**src/rtl/fetch_unit.sv**
```systemverilog
// Instruction fetch / program-counter stage: FETCH -> EXEC -> (FETCH | HALT).
// Optional macro HALT_RESUME_EN adds a run input that resumes from HALT.
module fetch_unit #(
    parameter int unsigned AW = 16,
    parameter int unsigned IW = 16
) (
    input  logic          clk,
    input  logic          rst_n,
    output logic          imem_req,
    output logic [AW-1:0] imem_addr,
    input  logic          imem_ack,
    input  logic [IW-1:0] imem_data,
    output logic [IW-1:0] o,
    output logic          inst_vld,
    output logic [AW-1:0] pc,
    input  logic          h,
    input  logic          pcwe,
    input  logic          pcs,
    input  logic [AW-1:0] jt,
    output logic          halted,
    output logic [15:0]   icnt
`ifdef HALT_RESUME_EN
    ,
    input  logic          run
`endif
);

    localparam int unsigned CW = 16;

    typedef enum logic [1:0] {
        S_FETCH = 2'd0,
        S_EXEC  = 2'd1,
        S_HALT  = 2'd2
    } state_e;

    state_e        state_q, state_d;
    logic [AW-1:0] pc_q, pc_d;
    logic [IW-1:0] ir_q, ir_d;
    logic [CW-1:0] icnt_q, icnt_d;

    // State and architectural registers
    always_ff @(posedge clk or negedge rst_n) begin
        if (!rst_n) begin
            state_q <= S_FETCH;
            pc_q    <= '0;
            ir_q    <= '0;
            icnt_q  <= '0;
        end else begin
            state_q <= state_d;
            pc_q    <= pc_d;
            ir_q    <= ir_d;
            icnt_q  <= icnt_d;
        end
    end

    // Next-state and PC update; decoder outcome only matters in EXEC
    always_comb begin
        state_d = state_q;
        pc_d    = pc_q;
        ir_d    = ir_q;
        icnt_d  = icnt_q;
        case (state_q)
            S_FETCH: begin
                if (imem_ack) begin
                    ir_d    = imem_data;
                    state_d = S_EXEC;
                end
            end
            S_EXEC: begin
                if (h) begin
                    state_d = S_HALT;
                end else begin
                    if (pcwe && !pcs) begin
                        pc_d = jt;
                    end else if (pcwe) begin
                        pc_d = pc_q + jt;
                    end else begin
                        pc_d = pc_q + AW'(1);
                    end
                    icnt_d  = icnt_q + CW'(1);
                    state_d = S_FETCH;
                end
            end
            S_HALT: begin
`ifdef HALT_RESUME_EN
                if (run) begin
                    pc_d    = pc_q + AW'(1);
                    icnt_d  = icnt_q + CW'(1);
                    state_d = S_FETCH;
                end
`endif
            end
            default: state_d = S_FETCH;
        endcase
    end

    // Request is gated by rst_n so it drops the moment reset asserts
    assign imem_req  = rst_n && (state_q == S_FETCH);
    assign imem_addr = pc_q;
    assign pc        = pc_q;
    assign inst_vld  = (state_q == S_EXEC);
    assign o         = (state_q == S_EXEC) ? ir_q : '0;
    assign halted    = (state_q == S_HALT);
    assign icnt      = icnt_q;

endmodule

```
**config.mk**
```make
export PLATFORM = sky130hd
export DESIGN_NAME = fetch_unit
export DESIGN_NICKNAME = d
export VERILOG_FILES = /design/src/rtl/fetch_unit.sv
export SDC_FILE = /design/constraint.sdc
export NUM_CORES = 1
export LEC_CHECK = 0
export BUFFER_PORTS_ARGS = -buffer_cell sky130_fd_sc_hd__clkbuf_2
export CORE_MARGIN = 2
export CORE_UTILIZATION = 40
export DETAILED_ROUTE_END_ITERATION = 16
export GPL_TIMING_DRIVEN = 0
export PLACE_DENSITY = 0.72
export SLEW_MARGIN = 20
export SYNTH_ARGS = -nofsm -noshare
export SYNTH_HDL_FRONTEND = slang
export SYNTH_SLANG_ARGS = --single-unit
```
**constraint.sdc**
```tcl
create_clock -name clk -period 2.5 [get_ports clk]
set_clock_uncertainty 0.05 [all_clocks]
set_input_delay 0.25 -clock clk [delete_from_list [all_inputs] [get_ports clk]]
set_output_delay 0.25 -clock clk [all_outputs]
set_load 0.01 [all_outputs]
```
==> results of run 1 <==
==> routing by layer <==
metal | track usage (%) | up-vias
met5 | 0 | -
met3 | 2.766 | 16
met4 | 6.965 | 0
met2 | 29.62 | 60
li1 | - | 1360
met1 | 23.66 | 1308
==> sequential cells by signal, indices dropped and copies added, names as in the netlist <==
signal and count:
icnt 16, imem_addr 16, state_q 2, ir_q 16
==> worst max-delay path: stages, from the launching register on <==
cell,delay (ns)
dfrtp_1,0.42
ha_1,0.25
fa_2,0.37
a21oi_2,0.17
o21ai_1,0.14
o211a_1,0.25
o21ai_0,0.18
nand2b_1,0.09
xnor2_1,0.12
a311oi_1,0.25
==> power by group <==
group,internal [mW],leakage (nW),switching (mW)
Clock,0.304,0.0587,0.302
Sequential,1.10,0.619,0.247
Combinational,1.04,1.33,1.05
Total,2.45,2.01,1.60
==> logic make-up after synthesis <==
group | Yosys count | share of synthesized area [%]
AND/OR/NAND/NOR | 127 | 20.39
AO/OA/AOI/OAI | 63 | 13.61
flip-flops | 50 | 39.90
buffers and inverters | 31 | 6.026
XOR/XNOR | 25 | 6.983
multiplexers | 17 | 6.065
adder cells (fa/ha/maj) | 17 | 7.023
==> synth_stat cells, types with 14 or more instances <==
library cell  instances
a21oi_1              17
ha_1                 16
xnor2_1              21
buf_4                16
and2_1               31
nand2_1              38
nand3_1              14
mux2_2               16
o21ai_0              14
nor2_1               20
dfrtp_1              50
==> through the flow <==
stage	cells	util (%)
2_1_floorplan	330	-
3_3_place_gp	536	49.51
3_5_place_dp	536	49.54
4_1_cts	545	51.28
5_1_grt	546	51.49
6_report	546	51.49
==> worst paths after layout <==
check                                 to    startpoint  cells after the start  slack (ns)
setup / recovery           imem_addr[12]  imem_addr[0]                      9        0.11
hold / removal                   ir_q[8]  imem_data[8]                      2        0.11
setup reg to reg           imem_addr[12]  imem_addr[0]                      9        0.11
hold reg to reg                 icnt[15]      icnt[15]                      1        0.43
max in group asynchronous        icnt[1]         rst_n                      2        1.43
min in group asynchronous   imem_addr[6]         rst_n                      2        0.49
==> layout make-up <==
class | instances | area share (%)
Clock buffer | 5 | 1.748
Tap cell | 102 | 3.241
Clock inverter | 3 | 1.207
Multi-Input combinational cell | 249 | 43.31
Buffer | 27 | 4.512
Inverter | 3 | 0.2860
Timing Repair Buffer | 107 | 13.92
Sequential cell | 50 | 31.78
==> timing repair <==
item,in CTS,in global routing
hold buffers,1,0
buffers inserted,0,2
endpoints found under the setup margin,2,3
gates resized for setup,3,4
hold endpoints to repair,50,0
==> impl_metrics.env, run 1 <==
export IMPL_grt_usage_pct=17.93
export IMPL_clock_sinks=50
export IMPL_path_clk_slew_ns=0.11
export IMPL_finalNetCount=498
export IMPL_rsz0062_at_grt="true"
export IMPL_htreeDepth=2
export IMPL_ys_warn_count=0
export IMPL_worstSetupPathType="flip-flop to flip-flop"
export IMPL_grt_pass1_wl_um=12270
export IMPL_syn_to_final_growth_pct=25.58
export IMPL_dr_total_vias=2744
export IMPL_cts_tree="yes"
export IMPL_root_buffer="clkbuf_8"
export IMPL_firstDrtPassIters=4
export IMPL_post_route_period_util_pct=95.61
export IMPL_ir_worst_vdd_v=0.0004212
export IMPL_antenna_left=0
export IMPL_tns_ns=0
export IMPL_grt_max_degree=52
export IMPL_multi_input_area_um2=1705
export IMPL_drive_gt1_share_pct=36.49
export IMPL_end_kind="flip-flop"
export IMPL_synth_top_area_share_pct=39.90
export IMPL_dr_wl_met2_um=3682
export IMPL_finalPower_mw=4.048
export IMPL_ys_flop_type="dfrtp_1"
export IMPL_syn_avg_cell_area_um2=9.502
export IMPL_synth_edff_count=0
export IMPL_num_antenna_cells=0
export IMPL_die_y_um=92.54
export IMPL_regArea_um2=1251
export IMPL_grt_pass1_vias=2626
export IMPL_met1_length_um=3247
export IMPL_dp_hpwl_um=5625
export IMPL_status="finished, final reports clean"
export IMPL_initial_core_util_pct=41.00
export IMPL_yosysSeqAreaShare_pct=39.90
export IMPL_final_common_cell="clkbuf_2"
export IMPL_period_needed_ns=2.390
export IMPL_synthCells=330
export IMPL_synth_top_area_cell="dfrtp_1"
export IMPL_synthArstFlopShare_pct=100.0
export IMPL_drt_initial_drc_count=153
export IMPL_antenna_found_initial=0
export IMPL_drt_wirelength_per_cell_um=13.64
export IMPL_worst_slew_pin_transition_ns=0.7052
export IMPL_arrival_ns=2.56
export IMPL_core_um2=7647
export IMPL_hold_slack_ns=0.1079
export IMPL_clk_latency_ns=0.31
export IMPL_relSlewSlack_pct=52.99
export IMPL_port_buffers=104
export IMPL_routabilityCongestion=0.9010
export IMPL_netlist_area_um2=3136
export IMPL_drcViolationCount=0
export IMPL_die_w_um=92.54
export IMPL_yosys_top_cells_area="dfrtp_1, ha_1, and2_1, xnor2_1, mux2_2"
export IMPL_drv_cap=0
export IMPL_dieArea_um2=8563
export IMPL_drv_slew=0
export IMPL_hold_viol_final=0
export IMPL_clock_path_buffers=2
export IMPL_synth_seq_cells=50
export IMPL_setup_viol=0
export IMPL_hold_class="input pin to flip-flop"
export IMPL_pre_cts_slack_ns=-0.3243
export IMPL_drt_vias_per_instance=5.026
export IMPL_syn_nets=385
export IMPL_start_kind="flip-flop"
export IMPL_grt_ovfl_total=0
export IMPL_met3_wirelength_um=307
export IMPL_worstPathMaxFanout=4
export IMPL_p_leak_nw=2.008
export IMPL_crit_required_ns=2.67
export IMPL_routed_top_layer="met4"
export IMPL_layout_common_cells="clkbuf_2, dfrtp_1, nand2_1"
export IMPL_setup_ws_ns=0.1098
export IMPL_n_fill_cell=743
export IMPL_rows=32
export IMPL_cts_buffers=5
export IMPL_dpl_cell_area_um2=3789
export IMPL_ys_types=50
export IMPL_fmax_mhz=418.4
export IMPL_design_area_um2=3938
export IMPL_cellPowerDensity_nw_per_um2=1028
export IMPL_wirelength_um=7448
export IMPL_top_level_ports=105
Note: power is estimated with default switching activity, not from simulation.
==> run 2, diff against run 1 <==
Settings changed: CORE_MARGIN 2 to unset.
==> impl_metrics.env, run 2 (synthesis results as in run 1) <==
export IMPL_top_level_ports=105
export IMPL_drt_vias_per_instance=5.057
export IMPL_num_antenna_cells=0
export IMPL_clock_path_buffers=2
export IMPL_worstSetupPathType="input pin to flip-flop"
export IMPL_pre_cts_slack_ns=-0.3396
export IMPL_worst_slew_pin_transition_ns=0.7093
export IMPL_ir_worst_vdd_v=0.0004129
export IMPL_rows=31
export IMPL_core_um2=7408
export IMPL_antenna_left=0
export IMPL_antenna_found_initial=0
export IMPL_dieArea_um2=8197
export IMPL_drcViolationCount=0
export IMPL_hold_class="input pin to flip-flop"
export IMPL_drv_cap=0
export IMPL_routabilityCongestion=0.8477
export IMPL_clock_sinks=50
export IMPL_grt_met1_usage_pct=23.30
export IMPL_design_area_um2=3923
export IMPL_regArea_um2=1251
export IMPL_rsz0062_at_grt="true"
export IMPL_port_buffers=104
export IMPL_htreeDepth=2
export IMPL_dr_total_vias=2746
export IMPL_cellPowerDensity_nw_per_um2=1013
export IMPL_grt_busiest_layer="met2"
export IMPL_setup_ws_ns=0.04364
export IMPL_dp_hpwl_um=5586
export IMPL_drt_wirelength_per_cell_um=13.75
export IMPL_post_route_period_util_pct=98.25
export IMPL_crit_required_ns=2.65
export IMPL_clk_latency_ns=0.31
export IMPL_post_route_util_pct=52.95
export IMPL_grt_pass1_vias=2579
export IMPL_layout_common_cells="clkbuf_2, dfrtp_1, nand2_1"
export IMPL_grt_max_degree=52
export IMPL_status="finished, final reports clean"
export IMPL_p_leak_nw=1.996
export IMPL_drive_gt1_share_pct=36.71
export IMPL_period_needed_ns=2.456
export IMPL_path_clk_slew_ns=0.10
export IMPL_fmax_mhz=407.1
export IMPL_hold_viol_final=0
export IMPL_arrival_ns=2.60
export IMPL_cts_tree="yes"
export IMPL_end_kind="flip-flop"
export IMPL_grtUsageMet3_pct=4.125
export IMPL_power_frac_comb_pct=52.8
export IMPL_sw_frac_of_total_pct=40.45
export IMPL_power_frac_seq_pct=34.0
export IMPL_hold_slack_ns=0.1075
export IMPL_grt_usage_pct=18.57
export IMPL_drv_slew=0
export IMPL_syn_to_final_growth_pct=25.10
export IMPL_clockPowerShare_pct=13.2
export IMPL_relSlewSlack_pct=52.71
export IMPL_switching_power_mw=1.608
export IMPL_multi_input_area_um2=1712
export IMPL_grt_pass1_wl_um=12170
export IMPL_root_buffer="clkbuf_8"
export IMPL_worstPathMaxFanout=10
export IMPL_setup_viol=0
export IMPL_drt_initial_drc_count=113
export IMPL_dpl_cell_area_um2=3785
export IMPL_internal_power_mw=2.367
export IMPL_grt_ovfl_total=0
export IMPL_finalNetCount=498
export IMPL_cts_buffers=5
export IMPL_cpPeakStageDelay_ns=0.37
export IMPL_die_y_um=90.54
export IMPL_initial_core_util_pct=42.32
export IMPL_cp_cell_sequence="clkbuf_2 > clkbuf_4 > buf_4 > and2_1 > ha_1 > buf_6 > a211o_1 > o211ai_2 > o21ai_2 > a41o_2 > a311o_1 > a32oi_1 > a21oi_1"
export IMPL_firstDrtPassIters=5
export IMPL_n_fill_cell=689
export IMPL_wirelength_um=7466
export IMPL_die_w_um=90.54
export IMPL_cpMaxStageDelayCell="a311o_1"
export IMPL_met2_usage_pct=31.69
export IMPL_start_kind="input pin"
export IMPL_final_common_cell="clkbuf_2"
[run 2: power by group through the flow]
stage	clock network (mW)	registers, mW	logic [mW]
2_1_floorplan	0	1.38	1.40
3_3_place_gp	0	1.36	2.02
3_5_place_dp	0	1.37	2.06
4_1_cts	0.544	1.36	2.08
5_1_grt	0.572	1.39	2.32
6_report	0.524	1.35	2.10
[run 2: stage by stage]
| step | instances | total power [mW] | setup TNS (ns) |
|---|---|---|---|
| after floorplan | 330 | 2.778 | 0 |
| after global placement | 533 | 3.379 | -1.133 |
| after detailed placement | 533 | 3.439 | -1.152 |
| after CTS | 542 | 3.984 | 0 |
| after global routing | 543 | 4.283 | -0.05755 |
| final | 543 | 3.975 | 0 |
[run 2: routing by layer]
layer  part of all wire [%]  vias up
li1                       -     1354
met1                     45     1300
met2                     48       81
met3                    5.2       11
met4                    1.7        0
met5                      0        -
[run 2: worst max-delay path, delay by kind of cell]
family / cells / cell delay [ns]
AO/OA/AOI/OAI: 7 / 1.32
buffers and inverters: 4 / 0.60
adder cells (fa/ha/maj): 1 / 0.28
AND/OR/NAND/NOR: 1 / 0.14
[run 2: what timing repair did]
| action | 4_1_cts | 5_1_grt |
|---|---|---|
| resized for setup | 2 | 7 |
| setup endpoints to repair | 2 | 3 |
| setup buffers | 0 | 1 |
| hold endpoints to repair | 50 | 0 |
| hold buffers | 1 | 0 |
| pin swaps | 0 | 0 |
[run 2: worst paths after layout]
kind	startpoint	to	slack (ns)	cells after the start
worst max-delay path	pcwe	imem_addr[13]	0.04	13
worst min-delay path	imem_data[10]	ir_q[10]	0.11	2
worst max register to register	imem_addr[0]	imem_addr[12]	0.11	9
worst min register to register	icnt[15]	icnt[15]	0.43	1
max in group asynchronous	rst_n	icnt[2]	1.44	2
min in group asynchronous	rst_n	imem_addr[9]	0.49	2
[run 2: final cells by class]
| type | instances | share of cell area [%] |
|---|---|---|
| clock buffer | 6 | 2.105 |
| sequential | 50 | 31.90 |
| inverter | 3 | 0.2871 |
| multi-input combinational | 249 | 43.64 |
| buffer | 28 | 4.721 |
| clock inverter | 2 | 0.4147 |
| tap | 99 | 3.158 |
| timing repair buffer | 106 | 13.78 |
==> run 3, diff against run 2 <==
Settings changed: SETUP_SLACK_MARGIN set to 0.1.
==> impl_metrics.env, run 3 (synthesis results as in run 1) <==
export IMPL_setup_ws_ns=0.1660
export IMPL_grt_pass1_wl_um=12250
export IMPL_rsz0062_at_grt="true"
export IMPL_routabilityCongestion=0.8795
export IMPL_grt_ovfl_total=0
export IMPL_finalPower_mw=4.050
export IMPL_clk_latency_ns=0.31
export IMPL_worstPathMaxFanout=3
export IMPL_grt_max_degree=52
export IMPL_drt_vias_per_instance=5.092
export IMPL_internal_power_mw=2.414
export IMPL_firstDrtPassIters=4
export IMPL_n_fill_cell=690
export IMPL_core_um2=7408
export IMPL_path_clk_slew_ns=0.10
export IMPL_syn_to_final_growth_pct=28.57
export IMPL_cp_startpoint="imem_addr[0]"
export IMPL_antenna_found_initial=0
export IMPL_end_kind="flip-flop"
export IMPL_dr_total_vias=2811
export IMPL_design_area_um2=4031
export IMPL_dp_hpwl_um=5575
export IMPL_antenna_left=0
export IMPL_drive_gt1_share_pct=39.29
export IMPL_clock_path_buffers=2
export IMPL_htreeDepth=2
export IMPL_power_frac_seq_pct=33.5
export IMPL_pre_cts_slack_ns=-0.1986
export IMPL_root_buffer="clkbuf_8"
export IMPL_clock_sinks=50
export IMPL_min_from="imem_data[8]"
export IMPL_p_leak_nw=2.042
export IMPL_final_common_cell="clkbuf_2"
export IMPL_hold_viol_final=0
export IMPL_drv_slew=0
export IMPL_drt_initial_drc_count=181
export IMPL_switching_power_mw=1.636
export IMPL_post_route_period_util_pct=93.36
export IMPL_hold_class="input pin to flip-flop"
export IMPL_grt_pass1_vias=2671
export IMPL_top_level_ports=105
export IMPL_layout_common_cells="clkbuf_2, dfrtp_1, nand2_1"
export IMPL_fin_cells=552
export IMPL_cts_tree="yes"
export IMPL_start_kind="flip-flop"
export IMPL_period_needed_ns=2.334
export IMPL_status="finished, final reports clean"
export IMPL_worst_slew_pin_transition_ns=0.7207
export IMPL_die_y_um=90.54
export IMPL_wirelength_um=7594
export IMPL_initial_core_util_pct=42.32
export IMPL_sw_frac_of_total_pct=40.40
export IMPL_crit_required_ns=2.66
export IMPL_num_antenna_cells=0
export IMPL_dpl_cell_area_um2=3817
export IMPL_port_buffers=104
export IMPL_power_frac_comb_pct=54.6
export IMPL_cellPowerDensity_nw_per_um2=1005
export IMPL_finalNetCount=507
export IMPL_relSlewSlack_pct=51.95
export IMPL_dieArea_um2=8197
export IMPL_cts_buffers=5
export IMPL_clockPowerShare_pct=11.9
export IMPL_drt_wirelength_per_cell_um=13.76
export IMPL_ir_worst_vdd_v=0.0004507
export IMPL_worstSetupPathType="flip-flop to flip-flop"
export IMPL_drcViolationCount=0
export IMPL_grt_usage_pct=18.51
export IMPL_drv_cap=0
export IMPL_post_route_util_pct=54.42
export IMPL_dp_cells=533
export IMPL_arrival_ns=2.49
export IMPL_setup_viol=0
export IMPL_fmax_mhz=428.4
export IMPL_r2r_start="imem_addr[0]"
export IMPL_rows=31
export IMPL_die_w_um=90.54
-- run 3: cell count changes in the layout (fill, tap and decap cells not counted), moves of 2 or more --
cell / delta
buf_4: +8
ha_1: -2
ha_4: +2
buf_8: +2
-- run 3: power by group through the flow --
stage / Combinational [mW] / Sequential (mW) / Clock, mW
final: 2.21 / 1.36 / 0.483
after global placement: 2.02 / 1.36 / 0
after floorplan: 1.41 / 1.38 / 0
after CTS: 2.10 / 1.36 / 0.501
after global routing: 2.43 / 1.40 / 0.524
after detailed placement: 2.07 / 1.38 / 0
-- run 3: worst max-delay path, cell delays in order, from the launching register on --
cell	delay, ns
dfrtp_1	0.40
ha_1	0.23
fa_2	0.37
a21oi_2	0.19
o21ai_2	0.12
o211a_1	0.25
o21ai_0	0.17
nand2b_1	0.09
xnor2_1	0.12
a311oi_1	0.26
-- run 3: worst paths after layout --
path | endpoint | slack [ns] | cells after the start
max | imem_addr[12] | 0.17 | 9
min | ir_q[8] | 0.12 | 2
max reg2reg | imem_addr[12] | 0.17 | 9
min reg2reg | icnt[12] | 0.44 | 1
max in group asynchronous | imem_addr[1] | 1.37 | 2
min in group asynchronous | imem_addr[3] | 0.48 | 2
-- run 3: metal layers --
layer  up-vias  track usage, %  part of all wire (%)
li1       1382               -                     -
met1      1333           23.82                    44
met2        85           31.38                    50
met3        11           2.862                   4.9
met4         0           6.586                   1.7
met5         -               0                     0
-- run 3: final cells by class --
class / instances / area (µm²) / area share (%)
multi-input combinational: 249 / 1745 / 43.30
sequential: 50 / 1252 / 31.07
timing repair buffer: 115 / 608.1 / 15.08
buffer: 28 / 200.2 / 4.966
tap: 99 / 123.9 / 3.073
clock buffer: 5 / 68.82 / 1.707
clock inverter: 3 / 21.27 / 0.5276
inverter: 3 / 11.26 / 0.2793
-- run 3: per-stage QoR --
stage	hold WS, ns	setup TNS, ns
2_1_floorplan	-0.09559	0
3_3_place_gp	0.4105	-0.4268
3_5_place_dp	0.3338	-0.5619
4_1_cts	0.1124	0
5_1_grt	0.1075	0
6_report	0.1222	0
-- run 3: repair_timing --
item | CTS | global route
gates resized for setup | 2 | 10
pin swaps | 0 | 6
setup buffers | 1 | 9
hold buffers | 1 | 0
endpoints found under the hold margin | 9 | 0
endpoints found under the setup margin | 3 | 5
